File: src/rtl/div_unit_if.sv
// Operand/result bundle between the control FSM (master) and the sequential divider (slave).
interface div_unit_if #(
    parameter int WIDTH = 32
);
    logic [WIDTH-1:0] a;
    logic [WIDTH-1:0] b;
    logic             start;
    logic             busy;
    logic             stop;
    logic             div_zero;
    logic [WIDTH-1:0] hi;
    logic [WIDTH-1:0] lo;

    modport master (
        output a, b, start,
        input  busy, stop, div_zero, hi, lo
    );

    modport slave (
        input  a, b, start,
        output busy, stop, div_zero, hi, lo
    );
endinterface

File: src/rtl/div_unit.sv
// Sequential signed restoring divider: quotient to lo, remainder to hi.
// One quotient bit per cycle on magnitudes, sign fix-up on the way out.
module div_unit #(
    parameter int WIDTH = 32
) (
    input  logic       clk,
    input  logic       reset,
    div_unit_if.slave  bus
);
    localparam int CNT_W = $clog2(WIDTH + 1);

    typedef enum logic [1:0] {IDLE, RUN, DONE, ZERO} state_t;

    state_t           state;
    logic [CNT_W-1:0] cnt;
    logic [WIDTH-1:0] rem;
    logic [WIDTH-1:0] quo;
    logic [WIDTH-1:0] b_mag;
    logic             sign_q;
    logic             sign_r;

    logic [WIDTH:0]   shifted;
    logic [WIDTH:0]   diff;

    // One extra bit so the trial subtract sees a borrow instead of wrapping.
    always_comb begin
        shifted = {rem, quo[WIDTH-1]};
        diff    = shifted - {1'b0, b_mag};
    end

    // NOTE: all state updates use non-blocking assignments so every register
    // samples the pre-edge values, independent of statement order.
    always_ff @(posedge clk or negedge reset) begin
        if (!reset) begin
            state        <= IDLE;
            cnt          <= '0;
            rem          <= '0;
            quo          <= '0;
            b_mag        <= '0;
            sign_q       <= 1'b0;
            sign_r       <= 1'b0;
            bus.busy     <= 1'b0;
            bus.stop     <= 1'b0;
            bus.div_zero <= 1'b0;
            bus.hi       <= '0;
            bus.lo       <= '0;
        end else begin
            bus.stop     <= 1'b0;
            bus.div_zero <= 1'b0;
            case (state)
                IDLE: begin
                    if (bus.start) begin
                        if (bus.b == '0) begin
                            state        <= ZERO;
                            bus.div_zero <= 1'b1;
                        end else begin
                            state    <= RUN;
                            bus.busy <= 1'b1;
                            // Unsigned magnitudes: -2^(WIDTH-1) maps onto itself safely.
                            quo      <= bus.a[WIDTH-1] ? -bus.a : bus.a;
                            b_mag    <= bus.b[WIDTH-1] ? -bus.b : bus.b;
                            rem      <= '0;
                            sign_q   <= bus.a[WIDTH-1] ^ bus.b[WIDTH-1];
                            sign_r   <= bus.a[WIDTH-1];
                            cnt      <= CNT_W'(WIDTH);
                        end
                    end
                end
                RUN: begin
                    rem <= diff[WIDTH] ? shifted[WIDTH-1:0] : diff[WIDTH-1:0];
                    quo <= {quo[WIDTH-2:0], ~diff[WIDTH]};
                    cnt <= cnt - 1'b1;
                    if (cnt == CNT_W'(1)) begin
                        state    <= DONE;
                        bus.busy <= 1'b0;
                    end
                end
                DONE: begin
                    bus.lo   <= sign_q ? -quo : quo;
                    bus.hi   <= sign_r ? -rem : rem;
                    bus.stop <= 1'b1;
                    state    <= IDLE;
                end
                ZERO: begin
                    state <= IDLE;
                end
                default: state <= IDLE;
            endcase
        end
    end
endmodule

File: src/flat_wrapper.sv
// flat-port wrapper written by rule: the top's interface ports become plain ports
module div_unit_flat 
#(
    parameter int WIDTH = 32
)
  (clk, reset, bus_a, bus_b, bus_start, bus_busy, bus_stop, bus_div_zero, bus_hi, bus_lo);
  div_unit_if #(.WIDTH(WIDTH)) bus_i ();
  input  logic clk;
  input  logic reset;
  input wire logic [$bits(bus_i.a)-1:0] bus_a;
  input wire logic [$bits(bus_i.b)-1:0] bus_b;
  input wire logic [$bits(bus_i.start)-1:0] bus_start;
  output wire logic [$bits(bus_i.busy)-1:0] bus_busy;
  output wire logic [$bits(bus_i.stop)-1:0] bus_stop;
  output wire logic [$bits(bus_i.div_zero)-1:0] bus_div_zero;
  output wire logic [$bits(bus_i.hi)-1:0] bus_hi;
  output wire logic [$bits(bus_i.lo)-1:0] bus_lo;
  assign bus_i.a = bus_a;
  assign bus_i.b = bus_b;
  assign bus_i.start = bus_start;
  assign bus_busy = bus_i.busy;
  assign bus_stop = bus_i.stop;
  assign bus_div_zero = bus_i.div_zero;
  assign bus_hi = bus_i.hi;
  assign bus_lo = bus_i.lo;
  div_unit #(.WIDTH(WIDTH)) u_core (.clk(clk), .reset(reset), .bus(bus_i));
endmodule
File: config.mk
export PLATFORM = sky130hd
export DESIGN_NAME = div_unit_flat
export DESIGN_NICKNAME = d
export VERILOG_FILES = /design/src/rtl/div_unit_if.sv /design/src/rtl/div_unit.sv /design/src/flat_wrapper.sv
export SDC_FILE = /design/constraint.sdc
export NUM_CORES = 1
export LEC_CHECK = 0
export CORE_MARGIN = 2
export CORE_UTILIZATION = 32
export CTS_CLUSTER_SIZE = 12
export DETAILED_ROUTE_END_ITERATION = 12
export PLACE_DENSITY = 0.58
export SYNTH_ARGS = -nofsm -noshare
export SYNTH_HDL_FRONTEND = slang
export SYNTH_SLANG_ARGS = --single-unit
File: constraint.sdc
create_clock -name clk -period 3.5 [get_ports clk]
set_clock_uncertainty 0.2 [all_clocks]
set_input_delay 0.875 -clock clk [delete_from_list [all_inputs] [get_ports clk]]
set_output_delay 0.875 -clock clk [all_outputs]
set_load 0.02 [all_outputs]
-- Word level (Yosys, flattened, before mapping)
Index checks and enable logic that the tools add are counted.
Widths: inputs -> output; s select.
- word-level logic and storage cells: 62
- output and inout bits: 67
- register bits: 173
- bitwise gates (word level): 3
- eq/ne operators: 7
- mux-type cells: 26
- reductions and logical operators: 8
- add/sub/neg operators: 6
- operators with widths (operator ; number):
    $mux 32 ; 9
    $neg 32->32 ; 4
    $pmux 32 s2 ; 2
    $sub 33x32->33 ; 1
    $logic_not 32->1 ; 1
    $mux 6 ; 2
    $pmux 6 s2 ; 1
    $mux 1 ; 7
    $eq 6x1->1 const B ; 1
    $mux 2 ; 3
    $pmux 2 s3 ; 1
    $reduce_and 3->1 ; 2
    $sub 6x1->6 const B ; 1
    $eq 2x2->1 const B ; 2
    $ne 2x2->1 const B ; 2
    $reduce_and 4->1 ; 1
    $eq 2x1->1 const B ; 1
    $logic_not 2->1 ; 1
    $ne 2x1->1 const B ; 1
    $not 1->1 ; 2
    $pmux 1 s2 ; 1
    $reduce_and 2->1 ; 1
    $reduce_bool 2->1 ; 1
    $reduce_or 2->1 ; 1
    $xor 1x1->1 ; 1

-- Logic depth before layout (Yosys ltp)
Gate-level depths: netlist (run 1).
- depth in word-level cells: 5
- gate-level depth with buffers: 14

-- Worst setup path before layout (run 1)
Ideal clock, no wire load.
- path type: input -> register
- start point: in bus_b[4]
- end point: reg u_core.cnt[3]
- path slack: -0.025 ns
- arrival: 3.206 ns
- stages: 8
- required time: 3.181 ns
- path buffers: 0
- cell sequence: or4_1 > or4_4 > nor4_4 > nand3_2 > o41ai_4 > nor4_1 > xor2_1 > and2_1
- longest elaborated chain between the ends: 3
- RTL lines (item ; line ; text):
    start, declared ; flat_wrapper.sv:11 ; input wire logic [$bits(bus_i.b)-1:0] bus_b;
    $logic_not 32->1 ; div_unit.sv:53 ; if (bus.b == '0) begin
    $ne 2x2->1 (no line) ; -- ;
    $reduce_and 3->1 (no line) ; -- ;
    end signal, assigned ; div_unit.sv:65 ; cnt <= CNT_W'(WIDTH);
    end signal, assigned ; div_unit.sv:72 ; cnt <= cnt - 1'b1;
    end, declared ; div_unit.sv:15 ; logic [CNT_W-1:0] cnt;
No other way between the ends.
A chain may end at the register's enable or synchronous reset.

-- Final worst setup path (run 1)
- start point: in bus_b[0]
- end point: reg u_core.quo[31]
- longest elaborated chain between the ends: 3
- RTL lines (item ; line ; text):
    $logic_not 32->1 ; div_unit.sv:53 ;
    $ne 2x2->1 (no line) ; -- ;
    $reduce_and 3->1 (no line) ; -- ;
    end signal, assigned ; div_unit.sv:60 ; quo <= bus.a[WIDTH-1] ? -bus.a : bus.a;
    end signal, assigned ; div_unit.sv:71 ; quo <= {quo[WIDTH-2:0], ~diff[WIDTH]};
    end, declared ; div_unit.sv:17 ; logic [WIDTH-1:0] quo;
No other way between the ends.

==> results.json, run 1 <==
{
  "outcome": "complete, no violations",
  "synthesis.nets": 1428,
  "relSlewSlack": 0.347,
  "diodes": 0,
  "die_y_um": 190,
  "hold_violations": 0,
  "slew_viol_final": 0,
  "grt_pass1_wl_mm": 50.6,
  "critPathKind": "primary input to register",
  "synth_edf_count": 0,
  "core_area_um2": 34400,
  "cts.sinks": 173,
  "vias": 9976,
  "crit_path_end_kind": "register",
  "fin_util": 0.421,
  "rows": 68,
  "rr_startpoint": "u_core.quo[8]$_DFFE_PN0P_",
  "ys_types": 59,
  "avgRoutedWirePerCell_um": 15.7,
  "grt_max_degree": 72,
  "syn_to_final_growth_pct": 30.6,
  "r2r_cells": 9,
  "via_per_inst": 5.00,
  "layout_common_cells": "nand2_1 (220), o21ai_0 (199), dfrtp_1 (172)",
  "cts_buffers": 17,
  "tightestPinTransition_ps": 980,
  "overflow": 0,
  "dieArea_um2": 36200,
  "setup_violations": 0,
  "grt_use_total": 0.175,
  "cp_data_arrival_time_ps": 3550,
  "holdBufCountCts": 0,
  "ant_nets": 0,
  "crit_fanout": 5,
  "drtPass1Iterations": 5,
  "yosysSeqAreaShare": 0.390,
  "clk_path_buf_depth": 2,
  "clk_latency_ps": 440,
  "r2r-end": "u_core.bus.lo[27]$_DFFE_PN0P_",
  "htreeDepth": 4,
  "power_density_nw_per_um2": 964,
  "cts_tree": "done",
  "antenna_found_initial": 0,
  "synth_ff_type": "dfrtp_1",
  "startpoint_type": "primary input",
  "yosys_warnings": 0,
  "wl_mm": 31.3,
  "finalCritPeriodShare": 0.980,
  "fmax_ghz": 0.292,
  "finalWeightedCongestion": 0.895,
  "layout-drive-gt1-share": 0.116,
  "clkSlewWorstSetupHoldPaths_ps": 70,
  "final_cells": 1996,
  "portBuffers": 133,
  "synth-seq-cells": 173,
  "die-width_um": 190,
  "rsz0062_at_grt": "true",
  "drc_errors": 0,
  "dp_hpwl_mm": 24.4,
  "mostFrequentLayoutCell": "nand2_1",
  "grt_pass1_vias": 9592,
  "irDropWorstVdd_mv": 0.584,
  "ioPinCount": 134,
  "clockRootBuffer": "clkbuf_16",
  "placed_cells": 1961,
  "initial_utilization": 0.323,
  "hold_class": "primary input to asynchronous set/reset pin",
  "mappedNetlistArea_um2": 11100,
  "rrSetupSlack_ps": 190,
  "cap_violations": 0,
  "worstPathRequired_ps": 3620,
  "final_nets": 1634,
  "p_leak_nw": 6.30,
  "post-route-min-period_ps": 3430,
  "async_flop_share": 1.00,
  "drt_iter0_markers": 591,
  "syn-instance-count": 1322,
  "syn-mean-instance-area_um2": 8.39
}
==> per-layer routing <==
layer / GRT usage / part of all wire / vias to the layer above
li1: - / - / 5050
met1: 0.268 / 0.52 / 4707
met2: 0.253 / 0.42 / 193
met3: 0.0293 / 0.046 / 26
met4: 0.0459 / 0.013 / 0
met5: 0 / 0 / -
==> area by class of cell <==
cell class / count / area (um^2)
Clock buffer: 22 / 494
Fill cell: 3458 / 19900
Timing Repair Buffer: 251 / 2410
Sequential cell: 173 / 4330
Inverter: 52 / 195
Multi-Input combinational cell: 1033 / 6380
Tap cell: 455 / 569
Clock inverter: 10 / 104
==> sequential cells by signal (all words and copies together) (netlist names), 2 cells and up <==
register / flops
u_core.bus.lo: 32
u_core.state: 2
u_core.bus.hi: 32
u_core.quo: 32
u_core.b_mag: 32
u_core.cnt: 6
u_core.rem: 32
==> synthesized netlist by cell type (12+ instances only) <==
library cell | instances | area [um^2]
a21oi_1 | 77 | 385
clkbuf_1 | 50 | 188
dfrtp_1 | 173 | 4330
ha_1 | 38 | 475
inv_1 | 52 | 195
mux2i_1 | 25 | 250
nand2_1 | 220 | 826
nand2b_1 | 16 | 100
nand3_1 | 16 | 80.1
nor2_1 | 71 | 267
nor3_1 | 17 | 85.1
nor4_1 | 14 | 87.6
o21ai_0 | 199 | 996
o21ai_1 | 12 | 60.1
o31ai_1 | 33 | 248
o41ai_1 | 12 | 105
or3_1 | 19 | 119
or4_1 | 13 | 97.6
xnor2_1 | 42 | 368
xor2_1 | 106 | 928
==> stage by stage <==
| step | TNS [ps] | hold WS (ps) | power [mW] | instance area (um^2) | setup WS (ps) |
|---|---|---|---|---|---|
| finish | 0 | 191 | 14.0 | 14500 | 70.6 |
| global placement | -27940 | 262 | 11.8 | 13700 | -407 |
| global route | -16.8 | 216 | 15.2 | 14500 | -8.67 |
| detailed placement | -31660 | 269 | 11.9 | 13700 | -426 |
| floorplan | -25.4 | 243 | 9.03 | 11100 | -25.4 |
| CTS | 0 | 206 | 13.9 | 14300 | 35.5 |
==> critical path: stages <==
cell	delay (ps)
clkdlybuf4s50_1	430
inv_2	90
ha_4	130
nand2b_1	50
or4_4	530
nor4_4	260
nand3_2	140
o41ai_4	380
buf_4	210
clkbuf_16	150
nor3_1	50
a221o_1	250
==> how the worst max path moves through the flow <==
stage / startpoint / endpoint / slack, ps
6_report: bus_b[0] / u_core.quo[31]$_DFFE_PN0P_ / 70
3_5_place_dp: bus_b[4] / u_core.cnt[3]$_DFFE_PN0P_ / -430
2_1_floorplan: bus_b[4] / u_core.cnt[3]$_DFFE_PN0P_ / -30
3_3_place_gp: bus_b[4] / u_core.cnt[3]$_DFFE_PN0P_ / -410
5_1_grt: bus_b[0] / u_core.quo[31]$_DFFE_PN0P_ / -9
4_1_cts: bus_b[4] / u_core.cnt[3]$_DFFE_PN0P_ / 40
==> timing repair <==
action	CTS	global route
setup buffers	0	1
endpoints found under the setup margin	0	43
resized for setup	0	26
==> power breakdown <==
group / leakage [nW] / internal, mW / total [mW] / switching [mW]
Sequential: 2.12 / 2.90 / 3.85 / 0.944
Combinational: 3.88 / 3.63 / 8.18 / 4.55
Clock: 0.287 / 1.09 / 1.93 / 0.847
Total: 6.30 / 7.62 / 14.0 / 6.34
==> cell families (layout without fill, tap and decap cells) <==
| kind of cell | Yosys count | count (layout) | share of synthesized area |
|---|---|---|---|
| multiplexers | 25 | 25 | 0.0226 |
| flip-flops | 173 | 173 | 0.390 |
| AO/OA/AOI/OAI | 396 | 396 | 0.209 |
| AND/OR/NAND/NOR | 425 | 425 | 0.175 |
| adder cells (fa/ha/maj) | 39 | 39 | 0.0447 |
| buffers and inverters | 116 | 335 | 0.0419 |
| XOR/XNOR | 148 | 148 | 0.117 |
(Power assumes the default switching activity.)
==> inputs of run 2 (changes only) <==
--- a/config.mk
+++ b/config.mk
@@ -9,7 +9,9 @@
 export CORE_UTILIZATION = 32
 export CTS_CLUSTER_SIZE = 12
 export DETAILED_ROUTE_END_ITERATION = 12
-export PLACE_DENSITY = 0.58
+export MAX_ROUTING_LAYER = met4
+export PLACE_DENSITY = 0.56
+export SKIP_LAST_GASP = 1
 export SYNTH_ARGS = -nofsm -noshare
 export SYNTH_HDL_FRONTEND = slang
 export SYNTH_SLANG_ARGS = --single-unit
==> constraint.sdc (replaced) <==
create_clock -name clk -period 3.4 [get_ports clk]
set_clock_uncertainty 0.2 [all_clocks]
set_input_delay 0.85 -clock clk [delete_from_list [all_inputs] [get_ports clk]]
set_output_delay 0.85 -clock clk [all_outputs]
set_load 0.02 [all_outputs]
==> run 2 against run 1 <==
- via count rose by 0.82%
- largest cell class unchanged
- die area did not move
- setup slack got worse by 59 ps
- power rose by 5.4%
- non-clock buffer count rose by 27
- first-iteration DRC count fell by 3.7%
==> results.json, run 2 (synthesized netlist as in run 1, its figures left out) <==
{
  "outcome": "complete, no violations",
  "cap_violations": 0,
  "cts.sinks": 173,
  "grt_pass1_vias": 9611,
  "dr.max_layer_used": "met4",
  "finalPower_mw": 14.7,
  "grt_pass1_wl_mm": 50.7,
  "cts_buffers": 17,
  "relSlewSlack": 0.358,
  "critPathKind": "primary input to register",
  "grt_use_total": 0.180,
  "finalWeightedCongestion": 0.911,
  "via_per_inst": 4.97,
  "syn_to_final_growth_pct": 33.5,
  "avgRoutedWirePerCell_um": 15.7,
  "ioPinCount": 134,
  "hold_violations": 0,
  "cp_slowest_cell": "or4_4",
  "dp_hpwl_mm": 24.4,
  "layout_common_cells": "nand2_1 (219), o21ai_0 (181), dfrtp_1 (172)",
  "power_density_nw_per_um2": 994,
  "final_cells": 2023,
  "rows": 68,
  "hold_class": "primary input to asynchronous set/reset pin",
  "clockRootBuffer": "clkbuf_16",
  "htreeDepth": 4,
  "setup_violations": 0,
  "die_y_um": 190,
  "mostFrequentLayoutCell": "nand2_1",
  "tightestPinTransition_ps": 962,
  "finalCritPeriodShare": 0.997,
  "crit_top_cell": "or4_4",
  "p_leak_nw": 6.50,
  "clk_path_buf_depth": 2,
  "drtPass1Iterations": 5,
  "path_cells": "dlymetal6s2s_1 > or4_4 > or4_4 > nor4_4 > nand3_2 > o41ai_4 > buf_4 > buf_12 > nor4_2 > xor2_1 > and2_1",
  "cts_tree": "done",
  "vias": 10058,
  "crit_fanout": 6,
  "drc_errors": 0,
  "placed_cells": 1983,
  "final_nets": 1661,
  "drt_iter0_markers": 569,
  "wl_met1_mm": 16.9,
  "cpPeakStageDelay_ps": 550,
  "dieArea_um2": 36200,
  "layout-drive-gt1-share": 0.138,
  "fmax_ghz": 0.295,
  "irDropWorstVdd_mv": 0.430,
  "initial_utilization": 0.323,
  "slew_viol_final": 0,
  "wl_mm": 31.8,
  "met3_length_mm": 1.10,
  "diodes": 0,
  "wl_met2_mm": 13.4,
  "core_area_um2": 34400,
  "crit_family": "simple AND/OR/NAND/NOR gates",
  "post-route-min-period_ps": 3390,
  "grt_max_degree": 75,
  "worstPathRequired_ps": 3530,
  "setup-tns-final_ps": 0,
  "crit_path_end_kind": "register",
  "startpoint_type": "primary input",
  "ant_nets": 0,
  "die-width_um": 190,
  "portBuffers": 133,
  "cp_data_arrival_time_ps": 3520,
  "fin_util": 0.431,
  "overflow": 0,
  "clk_latency_ps": 430,
  "antenna_found_initial": 0,
  "clkSlewWorstSetupHoldPaths_ps": 70,
  "cp.buffers_inverters": 3
}
[run 2: cell count changes in the layout (fill, tap and decap cells not counted), sizes merged]
cell,change
inv,+3
buf,+26
dlymetal6s2s,+5
clkdlybuf4s50,-5
clkinv,-2
clkbuf,-2
bufinv,+1
clkinvlp,+1
[run 2: per-layer routing]
layer	track usage	vias up
li1	-	5112
met3	0.0232	21
met1	0.273	4715
met5	-	-
met4	0.0462	0
met2	0.250	210
[run 2: cell type report]
class / count / area (um^2)
well taps: 455 / 569
multi-input cells: 1033 / 6440
clock inverters: 13 / 153
repair buffers: 278 / 2670
clock buffers: 19 / 443
inverters: 52 / 195
flip-flops and latches: 173 / 4330
fillers: 3423 / 19600
[run 2: per-stage QoR]
| stage | cell area, um^2 | hold slack, ps | worst slack (ps) |
|---|---|---|---|
| 2_1_floorplan | 11100 | 243 | -62.5 |
| 3_3_place_gp | 13900 | 263 | -459 |
| 3_5_place_dp | 13900 | 271 | -539 |
| 4_1_cts | 14600 | 217 | 8.47 |
| 5_1_grt | 14800 | 243 | -59.6 |
| 6_report | 14800 | 203 | 11.2 |
[run 2: repair_timing]
action                                  in CTS  in global routing
gates cloned                                 0                  3
endpoints found under the setup margin      16                102
setup buffers                                0                  5
pin swaps                                    1                 16
hold buffers                                 0                  0
gates resized for setup                      5                 40
[run 2: final timing paths]
check	start	endpoint	slack, ps	cells past startpoint
max in group asynchronous	reset	u_core.rem[4]$_DFFE_PN0P_	2030	2
worst min register to register	u_core.bus.lo[25]$_DFFE_PN0P_	u_core.bus.lo[25]$_DFFE_PN0P_	280	2
worst max register to register	u_core.rem[4]$_DFFE_PN0P_	u_core.rem[29]$_DFFE_PN0P_	150	11
worst max-delay path	bus_b[3]	u_core.cnt[3]$_DFFE_PN0P_	10	11
worst min-delay path	reset	u_core.b_mag[22]$_DFFE_PN0P_	200	1
min in group clk	u_core.bus.lo[25]$_DFFE_PN0P_	u_core.bus.lo[25]$_DFFE_PN0P_	280	2
[run 2: power by group]
group | internal [mW] | total (mW) | switching (mW) | leakage [nW]
registers | 2.99 | 3.93 | 0.938 | 2.12
clock network | 1.12 | 2.01 | 0.887 | 0.281
logic | 3.98 | 8.78 | 4.80 | 4.09
total | 8.09 | 14.7 | 6.62 | 6.50
==> inputs of run 3 (changes only) <==
--- a/config.mk
+++ b/config.mk
@@ -11,7 +11,6 @@
 export DETAILED_ROUTE_END_ITERATION = 12
 export MAX_ROUTING_LAYER = met4
 export PLACE_DENSITY = 0.56
-export SKIP_LAST_GASP = 1
 export SYNTH_ARGS = -nofsm -noshare
 export SYNTH_HDL_FRONTEND = slang
 export SYNTH_SLANG_ARGS = --single-unit
==> results of run 3 <==
The final DEF is identical to that of run 2; final timing and power are the same.
